===== src/rtl/hpu_task_dispatcher.sv =====
// Cluster task dispatcher: hands upstream tasks to free HPUs round-robin and
// merges per-HPU completions into one registered feedback stream.
module hpu_task_dispatcher #(
    parameter int unsigned NUM_HPUS = 8,
    parameter int unsigned TASK_W   = 64,
    parameter int unsigned FB_W     = 32
) (
    input  logic                         clk_i,
    input  logic                         rst_i,

    input  logic                         task_valid_i,
    output logic                         task_ready_o,
    input  logic [TASK_W-1:0]            task_descr_i,

    output logic [NUM_HPUS-1:0]          hpu_task_valid_o,
    input  logic [NUM_HPUS-1:0]          hpu_task_ready_i,
    output logic [NUM_HPUS*TASK_W-1:0]   hpu_task_descr_o,

    input  logic [NUM_HPUS-1:0]          hpu_done_valid_i,
    output logic [NUM_HPUS-1:0]          hpu_done_ready_o,
    input  logic [NUM_HPUS*FB_W-1:0]     hpu_done_descr_i,

    output logic                         feedback_valid_o,
    input  logic                         feedback_ready_i,
    output logic [FB_W-1:0]              feedback_descr_o,

    input  logic [NUM_HPUS-1:0]          hpu_enable_i,
    output logic [NUM_HPUS-1:0]          busy_o,
    output logic [$clog2(NUM_HPUS):0]    free_count_o,
    output logic                         err_o
);

    localparam int unsigned IDX_W = $clog2(NUM_HPUS);
    localparam int unsigned CNT_W = $clog2(NUM_HPUS) + 1;

    typedef enum logic {
        S_IDLE  = 1'b0,
        S_ISSUE = 1'b1
    } state_e;

    state_e              state_q;
    logic [IDX_W-1:0]    task_rr_q;
    logic [IDX_W-1:0]    done_rr_q;
    logic [IDX_W-1:0]    target_q;
    logic [TASK_W-1:0]   descr_q;
    logic [NUM_HPUS-1:0] busy_q;
    logic                fb_valid_q;
    logic [FB_W-1:0]     fb_descr_q;
    logic                err_q;

    logic [NUM_HPUS-1:0] eligible;
    logic                sel_found;
    logic [IDX_W-1:0]    sel_idx;
    logic [IDX_W-1:0]    sel_cand;
    logic                grant_found;
    logic [IDX_W-1:0]    grant_idx;
    logic [IDX_W-1:0]    grant_cand;
    logic [FB_W-1:0]     done_descr_sel;
    logic [CNT_W-1:0]    free_cnt;
    logic [NUM_HPUS-1:0] busy_d;
    logic                task_fire;
    logic                can_take;
    logic                done_fire;

    assign eligible = hpu_enable_i & ~busy_q;

    // First eligible HPU at or after the task pointer; index arithmetic wraps naturally.
    always_comb begin
        sel_found = 1'b0;
        sel_idx   = '0;
        sel_cand  = '0;
        for (int unsigned k = 0; k < NUM_HPUS; k++) begin
            sel_cand = task_rr_q + IDX_W'(k);
            if (!sel_found && eligible[sel_cand]) begin
                sel_found = 1'b1;
                sel_idx   = sel_cand;
            end
        end
    end

    // Completion grant: first requesting HPU at or after the completion pointer.
    always_comb begin
        grant_found = 1'b0;
        grant_idx   = '0;
        grant_cand  = '0;
        for (int unsigned k = 0; k < NUM_HPUS; k++) begin
            grant_cand = done_rr_q + IDX_W'(k);
            if (!grant_found && hpu_done_valid_i[grant_cand]) begin
                grant_found = 1'b1;
                grant_idx   = grant_cand;
            end
        end
    end

    always_comb begin
        done_descr_sel = '0;
        for (int unsigned i = 0; i < NUM_HPUS; i++) begin
            if (IDX_W'(i) == grant_idx) begin
                done_descr_sel = hpu_done_descr_i[i*FB_W +: FB_W];
            end
        end
    end

    always_comb begin
        free_cnt = '0;
        for (int unsigned i = 0; i < NUM_HPUS; i++) begin
            free_cnt = free_cnt + CNT_W'(eligible[i]);
        end
    end

    assign task_ready_o = !rst_i && (state_q == S_IDLE) && sel_found;
    assign task_fire    = task_valid_i && task_ready_o;
    assign can_take     = !fb_valid_q || feedback_ready_i;
    assign done_fire    = !rst_i && grant_found && can_take;

    always_comb begin
        hpu_done_ready_o = '0;
        if (done_fire) begin
            hpu_done_ready_o[grant_idx] = 1'b1;
        end
    end

    // A stray completion on a free HPU must not cancel a reservation made the same cycle.
    always_comb begin
        busy_d = busy_q;
        if (done_fire && busy_q[grant_idx]) begin
            busy_d[grant_idx] = 1'b0;
        end
        if (task_fire) begin
            busy_d[sel_idx] = 1'b1;
        end
    end

    always_comb begin
        hpu_task_valid_o = '0;
        hpu_task_descr_o = '0;
        for (int unsigned i = 0; i < NUM_HPUS; i++) begin
            if (!rst_i && (state_q == S_ISSUE) && (IDX_W'(i) == target_q)) begin
                hpu_task_valid_o[i]                 = 1'b1;
                hpu_task_descr_o[i*TASK_W +: TASK_W] = descr_q;
            end
        end
    end

    always_ff @(posedge clk_i) begin
        if (rst_i) begin
            state_q    <= S_IDLE;
            task_rr_q  <= '0;
            done_rr_q  <= '0;
            target_q   <= '0;
            busy_q     <= '0;
            fb_valid_q <= 1'b0;
            err_q      <= 1'b0;
        end else begin
            busy_q <= busy_d;
            case (state_q)
                S_IDLE: begin
                    if (task_fire) begin
                        target_q  <= sel_idx;
                        descr_q   <= task_descr_i;
                        task_rr_q <= sel_idx + IDX_W'(1);
                        state_q   <= S_ISSUE;
                    end
                end
                S_ISSUE: begin
                    if (hpu_task_ready_i[target_q]) begin
                        state_q <= S_IDLE;
                    end
                end
                default: state_q <= S_IDLE;
            endcase

            if (done_fire) begin
                fb_valid_q <= 1'b1;
                fb_descr_q <= done_descr_sel;
                done_rr_q  <= grant_idx + IDX_W'(1);
                if (!busy_q[grant_idx]) begin
                    err_q <= 1'b1;
                end
            end else if (feedback_ready_i) begin
                fb_valid_q <= 1'b0;
            end
        end
    end

    assign busy_o           = busy_q;
    assign free_count_o     = free_cnt;
    assign feedback_valid_o = fb_valid_q && !rst_i;
    assign feedback_descr_o = fb_descr_q;
    assign err_o            = err_q;

endmodule


===== config.mk =====
export PLATFORM = sky130hd
export DESIGN_NAME = hpu_task_dispatcher
export DESIGN_NICKNAME = d
export VERILOG_FILES = /design/src/rtl/hpu_task_dispatcher.sv
export SDC_FILE = /design/constraint.sdc
export NUM_CORES = 1
export LEC_CHECK = 0
export ABC_AREA = 1
export ABC_CLOCK_PERIOD_IN_PS = 5700
export CAP_MARGIN = 20
export CORE_AREA = 5 5 357 359
export CTS_BUF_LIST = sky130_fd_sc_hd__clkbuf_8 sky130_fd_sc_hd__clkbuf_16
export DETAILED_ROUTE_END_ITERATION = 12
export DIE_AREA = 0 0 362 364
export GPL_ROUTABILITY_DRIVEN = 0
export GPL_TIMING_DRIVEN = 0
export PLACE_DENSITY = 0.41
export SYNTH_ARGS = -nofsm -noshare
export SYNTH_HDL_FRONTEND = slang
export SYNTH_SLANG_ARGS = --single-unit

===== constraint.sdc =====
create_clock -name clk_i -period 5.7 [get_ports clk_i]
set_input_delay 1.425 -clock clk_i [delete_from_list [all_inputs] [get_ports clk_i]]
set_output_delay 1.425 -clock clk_i [all_outputs]
set_load 0.02 [all_outputs]

==> impl_results.html <==
<table>
<tr><th>Metric</th><th>Value</th></tr>
<tr><th colspan="2">Floorplanning</th></tr>
<tr><td>Number of primary I/O pins</td><td>between 900 and 1000</td></tr>
<tr><td>Die area</td><td>~130000 um^2</td></tr>
<tr><td>Standard-cell row count</td><td>around 130</td></tr>
<tr><td>Initial Util</td><td>between 9 and 10%</td></tr>
<tr><td>Chip Width</td><td>362 um</td></tr>
<tr><td>Floorplan core area</td><td>around 120000 um^2</td></tr>
<tr><td>Die height</td><td>between 300 and 400 um</td></tr>
<tr><th colspan="2">Route</th></tr>
<tr><td>Post-detailed-route via-to-cell ratio</td><td>approximately 3.6</td></tr>
<tr><td>Number of iterations in the first detailed-routing pass</td><td>5</td></tr>
<tr><td>Via Count</td><td>between 15000 and 20000</td></tr>
<tr><td>Final routed wirelength across all metal layers</td><td>~100000 um</td></tr>
<tr><td>Number of design rule violations left after detail routing</td><td>0</td></tr>
<tr><td>Antenna viol nets, final</td><td>0</td></tr>
<tr><td>Number of design-rule violations left by the first detailed-router iteration</td><td>roughly 840</td></tr>
<tr><td>Routed length per placed instance</td><td>roughly 22 um</td></tr>
<tr><th colspan="2">Timing</th></tr>
<tr><td>Setup repair after global routing missed its margin</td><td>true</td></tr>
<tr><td>Peak clock frequency supported by timing</td><td>between 0.15 and 0.2 GHz</td></tr>
<tr><td>Clock tree skew after final layout</td><td>0.0280 ns</td></tr>
<tr><td>Setup violators final</td><td>0</td></tr>
<tr><td>Final Max Tran Viols</td><td>0</td></tr>
<tr><td>Worst slew pin tran</td><td>0.811 ns</td></tr>
<tr><td>Final Hold Viols</td><td>0</td></tr>
<tr><td>Max_slew headroom</td><td>between 40% and 50%</td></tr>
<tr><td>Final sum of negative setup slack</td><td>0 ns</td></tr>
<tr><td>Share of the clock period used by the worst path</td><td>between 90% and 100%</td></tr>
<tr><td>Minimum clock period</td><td>5.61 ns</td></tr>
<tr><th colspan="2">Global routing</th></tr>
<tr><td>Number of global-route vias before repair</td><td>about 16000</td></tr>
<tr><td>Largest net degree at the start of global routing</td><td>54</td></tr>
<tr><td>Gr ovfl total</td><td>0</td></tr>
<tr><td>Global routing usage summed across all routing layers</td><td>between 10 and 15%</td></tr>
<tr><td>Antenna violations before repair</td><td>27</td></tr>
<tr><td>Wire length of the first global-routing pass</td><td>between 100000 and 150000 um</td></tr>
<tr><th colspan="2">Finish</th></tr>
<tr><td>Area grow syn2layout</td><td>107%</td></tr>
<tr><td>Fraction of final layout cells with drive strength greater than 1</td><td>7.23%</td></tr>
<tr><td>Number of nets in the layout</td><td>between 3000 and 4000</td></tr>
<tr><th colspan="2">Power and ir drop</th></tr>
<tr><td>Total leakage power</td><td>~0.0097 uW</td></tr>
<tr><td>Maximum vdd ir drop</td><td>~0.40 mV</td></tr>
<tr><td>Overall power after layout</td><td>13400 uW</td></tr>
<tr><td>Areal power density over the cells</td><td>between 500 and 600 nW/um^2</td></tr>
<tr><th colspan="2">Synthesis</th></tr>
<tr><td>Fraction of registers with async set/reset</td><td>0%</td></tr>
<tr><td>Count of flip-flops with a built-in enable after synthesis</td><td>between 90 and 100</td></tr>
<tr><td>Cells after synthesis</td><td>1983</td></tr>
<tr><td>Nets in the synthesized netlist</td><td>2346</td></tr>
<tr><td>Post-synthesis instance area</td><td>11400 um^2</td></tr>
<tr><td>Flip-flop and latch count after synthesis</td><td>roughly 120</td></tr>
<tr><td>Syn Area/Cell</td><td>5.74 um^2</td></tr>
<tr><td>Distinct cells, synth</td><td>44</td></tr>
<tr><td>Synth Flop Type</td><td>sky130_fd_sc_hd__edfxtp_1</td></tr>
<tr><td>Sequential share of the synthesized area</td><td>between 20 and 30%</td></tr>
<tr><td>Count of yosys warnings during synthesis</td><td>0</td></tr>
<tr><th colspan="2">Worst hold path</th></tr>
<tr><td>Worst min-delay path class</td><td>reg2reg</td></tr>
<tr><td>Hold Crit Start</td><td>err_o</td></tr>
<tr><th colspan="2">Placed design</th></tr>
<tr><td>Port Buffers</td><td>922</td></tr>
<tr><td>Half-perimeter wire length after placement</td><td>around 86000 um</td></tr>
<tr><th colspan="2">Clocking</th></tr>
<tr><td>CTS clk-pin slew, worst paths</td><td>0.06 ns</td></tr>
<tr><td>CTS Sinks</td><td>~120</td></tr>
<tr><td>Clock latency on the worst-skew pair</td><td>0.53 ns</td></tr>
<tr><td>Total number of H-tree levels</td><td>4</td></tr>
<tr><td>CTS tree</td><td>built</td></tr>
<tr><td>Root Buffer Master</td><td>sky130_fd_sc_hd__clkbuf_16</td></tr>
<tr><td>TritonCTS buffer count</td><td>17</td></tr>
<tr><td>Number of buffers on the longest clock path</td><td>2</td></tr>
<tr><th colspan="2">Setup path</th></tr>
<tr><td>Arrival @ worst endpoint</td><td>4.19 ns</td></tr>
<tr><td>Endpoint type of the worst setup path</td><td>output port</td></tr>
<tr><td>Startpoint type of the worst setup path</td><td>input pin</td></tr>
<tr><td>Critical Path Fanout Max</td><td>2</td></tr>
<tr><td>Setup CP Type</td><td>in2out</td></tr>
<tr><td>Data required time of the worst path</td><td>4.28 ns</td></tr>
<tr><td>Source of the critical timing path</td><td>hpu_enable_i[3]</td></tr>
<tr><td>Flop-to-flop setup slack</td><td>about 0.38 ns</td></tr>
<tr><td>Launching point of the worst reg2reg path</td><td>done_rr_q[0]</td></tr>
<tr><th colspan="2">Status</th></tr>
<tr><td>Outcome</td><td>completed</td></tr>
<tr><th colspan="2">Run</th></tr>
<tr><td>Count of maximum capacitance violations</td><td>0</td></tr>
</table>
[Yosys cell counts, drive strengths merged (5+ instances only)]
library cell	n	share of area, %
dfxtp	20	3.5
o22ai	5	0.27
buf	36	1.9
ha	11	1.2
nor3	5	0.22
o21ai	93	4.1
edfxtp	96	25
clkbuf	79	2.6
or2	32	1.8
nor2	595	20
clkinv	36	1.2
nand2	480	17
nand3	144	6.9
nand4	37	2.2
inv	269	8.9
a21oi	17	0.75
[path summary, 6_finish.rpt]
path	end	cells after the start
setup / recovery	free_count_o[0]	10
hold / removal	err_o	2
hold reg to reg	err_o	2
setup reg to reg	feedback_descr_o[26]	25
[cell type report]
class | instances | area (um^2)
Antenna cell | 10 | 25.0
Tap cell | 1637 | 2050
Timing Repair Buffer | 934 | 9360
Clock buffer | 17 | 425
Clock inverter | 15 | 133
Multi-Input combinational cell | 1447 | 6560
Buffer | 114 | 546
Sequential cell | 116 | 3280
Fill cell | 14300 | 99900
Inverter | 305 | 1150
[critical path, stage by stage]
cell and delay [ns]:
sky130_fd_sc_hd__clkdlybuf4s15_1 0.17, sky130_fd_sc_hd__inv_2 0.06, sky130_fd_sc_hd__nor2_4 0.04, sky130_fd_sc_hd__fa_1 0.54, sky130_fd_sc_hd__inv_1 0.05, sky130_fd_sc_hd__fa_1 0.44
sky130_fd_sc_hd__fa_1 0.50, sky130_fd_sc_hd__inv_1 0.05, sky130_fd_sc_hd__ha_2 0.31, sky130_fd_sc_hd__clkdlybuf4s50_1 0.60
[per-layer routing]
layer	part of all wire, %	up-vias	GRT usage [%]
met5	0.089	-	0
met4	2.8	14	4.39
met3	8.0	118	4.62
met2	51	709	26.8
met1	38	7522	15.7
li1	-	7977	-
[cells in the final DEF (no fill, tap or decap), types with 5 or more instances in the layout]
master	instances
sky130_fd_sc_hd__o22ai_1	5
sky130_fd_sc_hd__edfxtp_1	96
sky130_fd_sc_hd__ha_1	9
sky130_fd_sc_hd__a21oi_1	17
sky130_fd_sc_hd__o21ai_1	32
sky130_fd_sc_hd__nand3_1	132
sky130_fd_sc_hd__diode_2	10
sky130_fd_sc_hd__or2_0	28
sky130_fd_sc_hd__clkbuf_1	47
sky130_fd_sc_hd__clkinv_1	37
sky130_fd_sc_hd__clkbuf_2	26
sky130_fd_sc_hd__clkbuf_16	17
sky130_fd_sc_hd__clkdlybuf4s50_1	905
sky130_fd_sc_hd__nand2_2	16
sky130_fd_sc_hd__nor2_4	10
sky130_fd_sc_hd__inv_1	244
sky130_fd_sc_hd__dfxtp_1	20
sky130_fd_sc_hd__buf_2	30
sky130_fd_sc_hd__nand4_1	36
sky130_fd_sc_hd__nand3_2	11
sky130_fd_sc_hd__inv_2	21
sky130_fd_sc_hd__buf_6	7
sky130_fd_sc_hd__nor2_1	575
sky130_fd_sc_hd__nor2_2	9
sky130_fd_sc_hd__buf_4	19
sky130_fd_sc_hd__nand2_1	458
sky130_fd_sc_hd__o21ai_0	60
[metrics by stage]
stage	cell area, um^2	hold WS [ns]	util [%]	cells	worst slack (ns)
finish	23500	0.476	19.1	4595	0.0889
global route	23500	0.534	19.0	4587	-0.0367
CTS	23400	0.485	19.0	4584	0.00294
detailed placement	22700	0.473	18.4	4546	-1.32
global placement	22700	0.458	18.3	4542	-1.31
floorplan	11400	0.481	-	1983	0.270
[power breakdown]
part | leakage, uW | internal [uW] | switching, uW
sequential | 0.00108 | 1390 | 63.0
combinational | 0.00839 | 3170 | 7690
clock | 0.000267 | 597 | 521
total | 0.00974 | 5160 | 8270
[sequential cells by signal, summed over array words and instances, names as in the netlist]
register	count
fb_valid_q	1
state_q	1
err_o	1
busy_o	8
done_rr_q	3
target_q	3
feedback_descr_o	32
descr_q	64
task_rr_q	3
[timing repair]
| action | CTS | global route |
|---|---|---|
| cloned | 0 | 0 |
| hold buffers | 0 | 0 |
| buffers inserted | 7 | 1 |
| pin swaps | 8 | 7 |
| gates resized for setup | 86 | 82 |
| setup endpoints to repair | 292 | 164 |
[cell families (layout without fill, tap and decap cells)]
family,after synthesis,count (layout),share of synthesized area [%]
compound gates,127,127,5.99
xor+xnor,8,8,0.616
fa+ha+maj,15,15,1.91
buf+inv,420,1385,14.6
flops,116,116,28.9
other cells,0,10,0
simple gates,1297,1297,48.0
No activity file was read; power rests on OpenSTA's default activity.
